`src/rtl/alu_pkg.sv`:
```
// Shared widths and ALU operation encodings for the FakeCPU execute unit.
package alu_pkg;

  localparam int unsigned DATA_W  = 32;
  localparam int unsigned CTRL_W  = 4;
  localparam int unsigned SHAMT_W = 5;

  localparam logic [CTRL_W-1:0] ALU_ADDU = 4'b0000;
  localparam logic [CTRL_W-1:0] ALU_ADD  = 4'b0001;
  localparam logic [CTRL_W-1:0] ALU_AND  = 4'b0010;
  localparam logic [CTRL_W-1:0] ALU_OR   = 4'b0011;
  localparam logic [CTRL_W-1:0] ALU_NOR  = 4'b0101;
  localparam logic [CTRL_W-1:0] ALU_XOR  = 4'b0110;
  localparam logic [CTRL_W-1:0] ALU_SUBU = 4'b1000;
  localparam logic [CTRL_W-1:0] ALU_SUB  = 4'b1001;
  localparam logic [CTRL_W-1:0] ALU_SLTU = 4'b1010;
  localparam logic [CTRL_W-1:0] ALU_SLT  = 4'b1011;
  localparam logic [CTRL_W-1:0] ALU_SLL  = 4'b1100;
  localparam logic [CTRL_W-1:0] ALU_SRL  = 4'b1101;
  localparam logic [CTRL_W-1:0] ALU_SRA  = 4'b1110;

endpackage

```
`src/rtl/alu_div32.sv`:
```
// Combinational 32-bit divider: signed (truncating) or unsigned, with fixed
// results for a zero divisor and for the signed MIN / -1 overflow case.
module alu_div32
  import alu_pkg::*;
(
  input  logic [DATA_W-1:0] dividend,
  input  logic [DATA_W-1:0] divisor,
  input  logic              div_signed,
  output logic [DATA_W-1:0] quotient_c,
  output logic [DATA_W-1:0] remainder_c
);

  localparam logic [DATA_W-1:0] MIN_NEG  = {1'b1, {(DATA_W-1){1'b0}}};
  localparam logic [DATA_W-1:0] ALL_ONES = {DATA_W{1'b1}};

  logic              neg_a;
  logic              neg_b;
  logic [DATA_W-1:0] mag_a;
  logic [DATA_W-1:0] mag_b;
  logic [DATA_W-1:0] safe_b;
  logic [DATA_W-1:0] mag_q;
  logic [DATA_W-1:0] mag_r;

  // Divide magnitudes, then restore signs: quotient by sign xor, remainder follows dividend.
  always_comb begin
    neg_a       = div_signed & dividend[DATA_W-1];
    neg_b       = div_signed & divisor[DATA_W-1];
    mag_a       = neg_a ? (~dividend + DATA_W'(1)) : dividend;
    mag_b       = neg_b ? (~divisor + DATA_W'(1)) : divisor;
    safe_b      = (divisor == '0) ? DATA_W'(1) : mag_b;
    mag_q       = mag_a / safe_b;
    mag_r       = mag_a % safe_b;
    quotient_c  = (neg_a ^ neg_b) ? (~mag_q + DATA_W'(1)) : mag_q;
    remainder_c = neg_a ? (~mag_r + DATA_W'(1)) : mag_r;

    if (divisor == '0) begin
      quotient_c  = ALL_ONES;
      remainder_c = dividend;
    end else if (div_signed && (dividend == MIN_NEG) && (divisor == ALL_ONES)) begin
      quotient_c  = MIN_NEG;
      remainder_c = '0;
    end
  end

endmodule

```
`src/rtl/alu_unit.sv`:
```
// FakeCPU execute unit: ALU result mux plus parallel divider, all outputs
// registered with a one-cycle latency from in_valid.
module alu_unit
  import alu_pkg::*;
#(
  parameter int unsigned WIDTH = 32
) (
  input  logic               clk,
  input  logic               rst_n,
  input  logic               in_valid,
  input  logic [WIDTH-1:0]   rs,
  input  logic [WIDTH-1:0]   rt,
  input  logic [CTRL_W-1:0]  ctrl,
  input  logic [SHAMT_W-1:0] sa,
  input  logic               div_signed,
  output logic               out_valid,
  output logic [WIDTH-1:0]   rd,
  output logic               overflow,
  output logic [WIDTH-1:0]   quotient,
  output logic [WIDTH-1:0]   remainder
);

  logic [WIDTH-1:0] sum_c;
  logic [WIDTH-1:0] diff_c;
  logic [WIDTH-1:0] alu_rd_c;
  logic             alu_ovf_c;
  logic [WIDTH-1:0] div_q_c;
  logic [WIDTH-1:0] div_r_c;

  logic             out_valid_q, out_valid_d;
  logic [WIDTH-1:0] rd_q, rd_d;
  logic             overflow_q, overflow_d;
  logic [WIDTH-1:0] quotient_q, quotient_d;
  logic [WIDTH-1:0] remainder_q, remainder_d;

  alu_div32 u_div (
    .dividend    (rs),
    .divisor     (rt),
    .div_signed  (div_signed),
    .quotient_c  (div_q_c),
    .remainder_c (div_r_c)
  );

  // ALU operation mux; overflow only meaningful for trapping add/sub.
  always_comb begin
    sum_c     = rs + rt;
    diff_c    = rs - rt;
    alu_rd_c  = '0;
    alu_ovf_c = 1'b0;
    case (ctrl)
      ALU_ADDU: alu_rd_c = sum_c;
      ALU_ADD: begin
        alu_rd_c  = sum_c;
        alu_ovf_c = (rs[WIDTH-1] == rt[WIDTH-1]) && (sum_c[WIDTH-1] != rs[WIDTH-1]);
      end
      ALU_AND:  alu_rd_c = rs & rt;
      ALU_OR:   alu_rd_c = rs | rt;
      ALU_NOR:  alu_rd_c = ~(rs | rt);
      ALU_XOR:  alu_rd_c = rs ^ rt;
      ALU_SUBU: alu_rd_c = diff_c;
      ALU_SUB: begin
        alu_rd_c  = diff_c;
        alu_ovf_c = (rs[WIDTH-1] != rt[WIDTH-1]) && (diff_c[WIDTH-1] != rs[WIDTH-1]);
      end
      ALU_SLTU: alu_rd_c = {{(WIDTH-1){1'b0}}, (rs < rt)};
      ALU_SLT:  alu_rd_c = {{(WIDTH-1){1'b0}}, ($signed(rs) < $signed(rt))};
      ALU_SLL:  alu_rd_c = rt << sa;
      ALU_SRL:  alu_rd_c = rt >> sa;
      ALU_SRA:  alu_rd_c = $unsigned($signed(rt) >>> sa);
      default: begin
        alu_rd_c  = '0;
        alu_ovf_c = 1'b0;
      end
    endcase
  end

  // Capture on in_valid; otherwise hold results and drop out_valid.
  always_comb begin
    out_valid_d = 1'b0;
    rd_d        = rd_q;
    overflow_d  = overflow_q;
    quotient_d  = quotient_q;
    remainder_d = remainder_q;
    if (in_valid) begin
      out_valid_d = 1'b1;
      rd_d        = alu_rd_c;
      overflow_d  = alu_ovf_c;
      quotient_d  = div_q_c;
      remainder_d = div_r_c;
    end
  end

  always_ff @(posedge clk) begin
    if (!rst_n) begin
      out_valid_q <= 1'b0;
      rd_q        <= '0;
      overflow_q  <= 1'b0;
      quotient_q  <= '0;
      remainder_q <= '0;
    end else begin
      out_valid_q <= out_valid_d;
      rd_q        <= rd_d;
      overflow_q  <= overflow_d;
      quotient_q  <= quotient_d;
      remainder_q <= remainder_d;
    end
  end

  assign out_valid = out_valid_q;
  assign rd        = rd_q;
  assign overflow  = overflow_q;
  assign quotient  = quotient_q;
  assign remainder = remainder_q;

endmodule

```
`config.mk`:
```
export PLATFORM = sky130hd
export DESIGN_NAME = alu_unit
export DESIGN_NICKNAME = d
export VERILOG_FILES = /design/src/rtl/alu_pkg.sv /design/src/rtl/alu_div32.sv /design/src/rtl/alu_unit.sv
export SDC_FILE = /design/constraint.sdc
export NUM_CORES = 2
export LEC_CHECK = 0
export CORE_UTILIZATION = 45
export CTS_BUF_LIST = sky130_fd_sc_hd__clkbuf_4 sky130_fd_sc_hd__clkbuf_8
export CTS_CLUSTER_DIAMETER = 200
export CTS_CLUSTER_SIZE = 8
export DETAILED_ROUTE_END_ITERATION = 10
export PLACE_DENSITY_LB_ADDON = 0.15
export SYNTH_ARGS = -nofsm -noshare
export SYNTH_HDL_FRONTEND = slang
export SYNTH_SLANG_ARGS = --single-unit
```
`constraint.sdc`:
```
create_clock -name clk -period 215.4 [get_ports clk]
set_clock_uncertainty 0.2 [all_clocks]
set_input_delay 43.08 -clock clk [delete_from_list [all_inputs] [get_ports clk]]
set_output_delay 43.08 -clock clk [all_outputs]
set_load 0.05 [all_outputs]
```
# ---- Word level (Yosys, flattened, before mapping)
# Index checks and enable logic that the tools add are counted.
dict set report classes {
  add_sub_neg 6
  n_shift 3
  bitwise_logic 11
  reduce_logical 8
  n_lt_le_gt_ge 2
  n_div 2
  eq_ne 18
  muxes 12
}
# cell count
set ops {}
lappend ops {{32-bit one-hot mux with 11 select lines} 1}
lappend ops {{32-bit two-way mux} 9}
lappend ops {{32-bit NOT} 5}
lappend ops {{32-bit by 1-bit adder with 32-bit output, second input constant} 4}
lappend ops {{32-bit equality test, second input constant} 2}
lappend ops {{32-bit < comparator} 2}
lappend ops {{32-bit adder} 1}
lappend ops {{32-bit bitwise AND} 1}
lappend ops {{32-bit by 32-bit divider with 32-bit output} 1}
lappend ops {{32-bit zero test} 1}
lappend ops {{32-bit by 32-bit modulo with 32-bit output} 1}
lappend ops {{32-bit bitwise OR} 1}
lappend ops {{32-bit by 5-bit << shifter with 32-bit output} 1}
lappend ops {{32-bit by 5-bit right shift with 32-bit output} 1}
lappend ops {{32-bit by 5-bit >>> shifter with 32-bit output} 1}
lappend ops {{32-bit subtractor} 1}
lappend ops {{32-bit XOR} 1}
lappend ops {{4-bit equality test, second input constant} 7}
lappend ops {{4-bit by 2-bit equality test with 1-bit output, second input constant} 2}
lappend ops {{4-bit by 3-bit equality test with 1-bit output, second input constant} 2}
lappend ops {{4-bit by 1-bit equality test with 1-bit output, second input constant} 1}
lappend ops {{1-bit logical AND} 4}
lappend ops {{4-bit zero test} 1}
lappend ops {{2-bit OR reduction} 2}
lappend ops {{other kinds (6)} 9}
dict set report totals {
  register_bits 98
  input_bits 77
  wordCells 67
}

# ---- Depth between registers and ports, before layout
dict set report depth {
  depth_word 10
  depth_mapped 391
  depth_no_buf 360
}

# ---- Hierarchy
# From an unflattened synthesis, not the netlist that was laid out.
dict set report hier_totals {
  hier_cells 7210
  area_unflattened_um2 48275.0
}
# module seq_area_each_um2 area_each_um2 n_inst cells_per_inst
set modules_own_cells {}
lappend modules_own_cells {alu_div32 0.0 36158.4 1 5561}
lappend modules_own_cells {alu_unit 1961.9 12116.6 1 1649}

# ---- Worst setup path after synthesis
# No wires, ideal clock.
dict set report synth_path {
  kind {input -> register}
  startpoint {in rt[2]}
  endpoint {reg remainder_q[24], in the netlist remainder[24]}
  setup_slack_ps 91169
  path_stages 355
  arrival_ps 123898
  path_cell_list {or4_1 buf_2 nor2_2 a21oi_1 xnor2_1 o211ai_2 nor3_1 and4_1 o21a_1 ha_1 o21a_1 nor2_1 nor2_1 nand3_1 mux2_2 ha_1 o21a_1 o21ai_0 (+319 left out) clkinv_1 buf_1 buf_1 buf_1 clkbuf_1 nor2_1 a21oi_1 ha_1 inv_1 nor3_1 nor4bb_1 nand2_1 inv_1 and3_1 a31oi_1 xor2_1 a22oi_1 a21oi_1}
}
dict set report synth_between {
  elab_chain_cells 10
  elab_cells_between_ends 13
  classes_between {add/sub (2); div (1); eq/ne (1); mux (5); bitwise (2); reduce/logical (2)}
}
# item line
set synth_lines {}
lappend synth_lines {{start: declaration} alu_unit.sv:12} ;# input logic [WIDTH-1:0] rt,
lappend synth_lines {{32-bit NOT} alu_div32.sv:29} ;# mag_b = neg_b ? (~divisor + DATA_W'(1)) : divisor;
lappend synth_lines {{32-bit by 1-bit adder with 32-bit output} alu_div32.sv:29}
lappend synth_lines {{32-bit two-way mux} alu_div32.sv:29}
lappend synth_lines {{32-bit two-way mux} alu_div32.sv:30} ;# safe_b = (divisor == '0) ? DATA_W'(1) : mag_b;
lappend synth_lines {{32-bit by 32-bit modulo with 32-bit output} alu_div32.sv:32} ;# mag_r = mag_a % safe_b;
lappend synth_lines {{32-bit NOT} alu_div32.sv:34} ;# remainder_c = neg_a ? (~mag_r + DATA_W'(1)) : mag_r;
lappend synth_lines {{32-bit by 1-bit adder with 32-bit output} alu_div32.sv:34}
lappend synth_lines {{32-bit two-way mux} alu_div32.sv:34}
lappend synth_lines {{32-bit two-way mux} alu_div32.sv:39} ;# end else if (div_signed && (dividend == MIN_NEG) && (divisor == ALL_ONES)) begin
lappend synth_lines {{32-bit two-way mux *} alu_div32.sv:36} ;# if (divisor == '0) begin
lappend synth_lines {{end signal: assignment} alu_unit.sv:105} ;# remainder_q <= remainder_d;
lappend synth_lines {{end: declaration} alu_unit.sv:34} ;# logic [WIDTH-1:0] remainder_q, remainder_d;
# Every way passes the cells marked *; elsewhere a longest branch is shown, timed or not.
# A chain may end at the register's enable or synchronous reset.

# ---- Final worst setup path
dict set report layout_path {
  startpoint {in rt[2]}
  endpoint {reg quotient_q[28], in the netlist quotient[28]}
}
dict set report layout_between {
  elab_chain_cells 10
  elab_cells_between_ends 13
  classes_between {add/sub (2); div (1); eq/ne (1); mux (5); bitwise (2); reduce/logical (2)}
}
# item line
set layout_lines {}
lappend layout_lines {{32-bit NOT} alu_div32.sv:29}
lappend layout_lines {{32-bit by 1-bit adder with 32-bit output} alu_div32.sv:29}
lappend layout_lines {{32-bit two-way mux} alu_div32.sv:29}
lappend layout_lines {{32-bit two-way mux} alu_div32.sv:30}
lappend layout_lines {{32-bit by 32-bit divider with 32-bit output} alu_div32.sv:31} ;# mag_q = mag_a / safe_b;
lappend layout_lines {{32-bit NOT} alu_div32.sv:33} ;# quotient_c = (neg_a ^ neg_b) ? (~mag_q + DATA_W'(1)) : mag_q;
lappend layout_lines {{32-bit by 1-bit adder with 32-bit output} alu_div32.sv:33}
lappend layout_lines {{32-bit two-way mux} alu_div32.sv:33}
lappend layout_lines {{32-bit two-way mux} alu_div32.sv:39}
lappend layout_lines {{32-bit two-way mux *} alu_div32.sv:36}
lappend layout_lines {{end signal: assignment} alu_unit.sv:104} ;# quotient_q <= quotient_d;
lappend layout_lines {{end: declaration} alu_unit.sv:33} ;# logic [WIDTH-1:0] quotient_q, quotient_d;
# Marks and branches as above.

==> results.yml <==
global_routing:
  top_usage_layer: "met2"
  grt_pass1_wl_um: 359000
  grt.met3_usage: 0.111
  antenna_found_initial: 10
  grt_pass1_vias: 52469
  overflow: 0
  groute.usage.overall: 0.466
  grt_max_degree: 71
  use_met2: 0.680
  use_met1: 0.601
placed_design:
  io_buffers: 174
  pre_cts_ws_ns: 73.65
  hpwlAfterDp_um: 197000
  place_area_um2: 49500
  gp_congestion: 1.11
setup_path:
  r2r_slack_ns: 213.54
  critPathCaptureType: "flop"
  worstPathArrival_ns: 145.44
  cp-start-kind: "input port"
  cp.required_ns: 215.59
  cp_slowest_stage_delay_ns: 1.10
  cp_max_fo: 44
  rr_worst_depth: 7
  critPathSlowestCell: "nor3_1"
  cpMostUsedCell: "a21oi_1"
  critPathKind: "input port to flop"
route:
  drt_iter0_markers: 7926
  drt_pass1_iterations: 8
  post-route-drc-count: 0
  wl_per_cell_um: 30.4
  drt_wl_total_um: 251000
  via_count: 57388
  viasPerCell: 6.95
  ant_nets: 0
yosys:
  syn_inst: 6878
  yosys.area.top_type_share: 0.172
  synth_area_um2: 45900
  synthFlopType: "dfxtp_1"
  synth_edf_count: 0
  synth_nets: 7589
  yosys.area.top_type: "ha_1"
  syn_avg_cell_area_um2: 6.68
  seq_area_frac_synth: 0.0427
  synth.area.top_cells: "ha_1, a21oi_1, nor2_1"
  synth_commonest_cells: "nor2_1, nand2_1, a21oi_1"
  yosysMostFrequentCell: "nor2_1"
  yosysUniqueCellTypes: 117
  ys_seq_elements: 98
  yosysWarningCount: 0
  async_reset_ff_frac: 0
power_and_ir_drop:
  p_switching_uw: 277
  peakVddDrop_uv: 10.1
  switching_share: 0.629
  seqPwrFrac: 0.056
  leakage_nw: 21.4
  pwr-share-comb: 0.905
  intPower_uw: 164
  power_density_nw_per_um2: 8.87
  clkPwrFrac: 0.039
outcome:
  status: "complete, no violations"
timing:
  maxSlewViolCount: 0
  max_freq_mhz: 6.88
  finalSetupViolCount: 0
  setup_slack_ns: 70.15
  min_period_over_period: 0.674
  setup_tns_ns: 0
  rsz0062_at_grt: "false"
  worst_pin_slew_ns: 1.32
  maxSlewHeadroom: 0.116
  finalCriticalPeriod_ns: 145.25
  hold_viol: 0
clock_tree:
  ctsHtreeMaxLevel: 3
  clockBufferDepth: 2
  clk_pin_slew_ns: 0.16
  cts_sinks: 98
  cts_tree: "built"
  cts_buffers: 9
  hold_buffers: 0
  worst_skew_pair.late_latency_ns: 0.51
  post_cts.repair.setup_buffers: 0
  cts_resized: 0
  root_buffer: "clkbuf_8"
layout:
  nNetsFinal: 7601
  area_delta_synth_final_pct: 8.22
  fill_cells: 10535
  drive_above_1_share: 0.0644
  final_area_um2: 49700
floorplan:
  die_area_um2: 103000
  row_count: 116
  dieWidth_um: 321
  ioPinCount: 175
  initial_core_util: 0.457
  core_region_area_um2: 101000
  dieHeight_um: 321
min_path:
  min_path_type: "flop to flop"
  min_delay_path_depth: 2
flow_run:
  cap_viol_max_count: 0
## routing by layer
| layer | routed length (um) | vias to the layer above |
|---|---|---|
| met4 | 20400 | 8 |
| met2 | 101000 | 3969 |
| li1 | - | 25586 |
| met5 | 47 | - |
| met1 | 99500 | 26928 |
| met3 | 30500 | 897 |
## power groups by stage
stage / logic, mW / registers, mW / clock network [mW]
after global routing: 0.421 / 0.0249 / 0.0175
after detailed placement: 0.381 / 0.0249 / 0
after global placement: 0.381 / 0.0249 / 0
after CTS: 0.383 / 0.0245 / 0.0172
after floorplan: 0.249 / 0.0370 / 0
final: 0.399 / 0.0246 / 0.0173
## stage by stage
step	total power [mW]	utilization	std cells	hold WS, ns
after floorplan	0.286	-	6878	0.486
after global placement	0.406	0.492	8235	0.255
after detailed placement	0.406	0.492	8236	0.259
after CTS	0.425	0.494	8252	0.281
after global routing	0.463	0.494	8253	0.291
final	0.441	0.494	8258	0.278
## cells in the final DEF (no fill, tap or decap), types with 55 or more instances in the layout
cell | Yosys | routed
a21o_1 | 197 | 196
nor4_1 | 56 | 56
or3_1 | 61 | 61
nand2b_1 | 71 | 70
xor2_1 | 190 | 190
a211oi_1 | 85 | 84
mux2i_1 | 119 | 119
o21a_1 | 115 | 115
o21bai_1 | 60 | 60
nand4_1 | 86 | 86
clkdlybuf4s50_1 | 0 | 170
dfxtp_1 | 98 | 98
and3_1 | 60 | 60
nand3_1 | 179 | 179
o21ai_0 | 440 | 440
inv_1 | 277 | 274
nor3_1 | 204 | 196
a31oi_1 | 123 | 122
o211ai_1 | 80 | 80
nor2_1 | 823 | 815
xnor2_1 | 310 | 295
or2_2 | 55 | 55
ha_1 | 631 | 631
o22ai_1 | 58 | 58
nor2b_1 | 65 | 64
a21oi_1 | 652 | 652
nand2_1 | 666 | 665
buf_4 | 8 | 158
## state kept, by name, indices dropped and copies added (netlist names)
signal	count
remainder	32
rd	32
out_valid	1
quotient	32
overflow	1
## final cells by class
class / instances / area [um2] / area share
inverters: 282 / 1060 / 0.0213
repair buffers: 331 / 2900 / 0.0584
clock buffers: 9 / 124 / 0.00249
diodes: 6 / 15.0 / 0.000302
clock inverters: 7 / 81.3 / 0.00164
flip-flops and latches: 98 / 1960 / 0.0395
multi-input cells: 6168 / 41900 / 0.842
well taps: 1357 / 1700 / 0.0342
## critical path: cells and delay by family
family | cells | cell delay, ns
buffers and inverters | 27 | 6.77
muxes | 3 | 1.12
AOI/OAI and AO/OA | 152 | 48.37
adders and majority gates | 32 | 10.56
and+or+nand+nor | 117 | 34.37
xor gates and xnor gates | 2 | 0.95
## kinds of logic after synthesis
logic type / count (synthesis) / share of synthesized area
mux: 174 / 0.0422
xor+xnor: 500 / 0.0954
fa+ha+maj: 634 / 0.173
buf+inv: 612 / 0.0520
simple gates: 2491 / 0.254
compound gates: 2369 / 0.340
flops: 98 / 0.0427
## final timing paths
path / start / end
setup / recovery: rt[2] / quotient[28]$_SDFFE_PN0P_
hold / removal: rd[7]$_SDFFE_PN0P_ / rd[7]$_SDFFE_PN0P_
setup reg to reg: rd[31]$_SDFFE_PN0P_ / rd[31]$_SDFFE_PN0P_
hold reg to reg: rd[7]$_SDFFE_PN0P_ / rd[7]$_SDFFE_PN0P_
No activity file was read; power rests on OpenSTA's default activity.
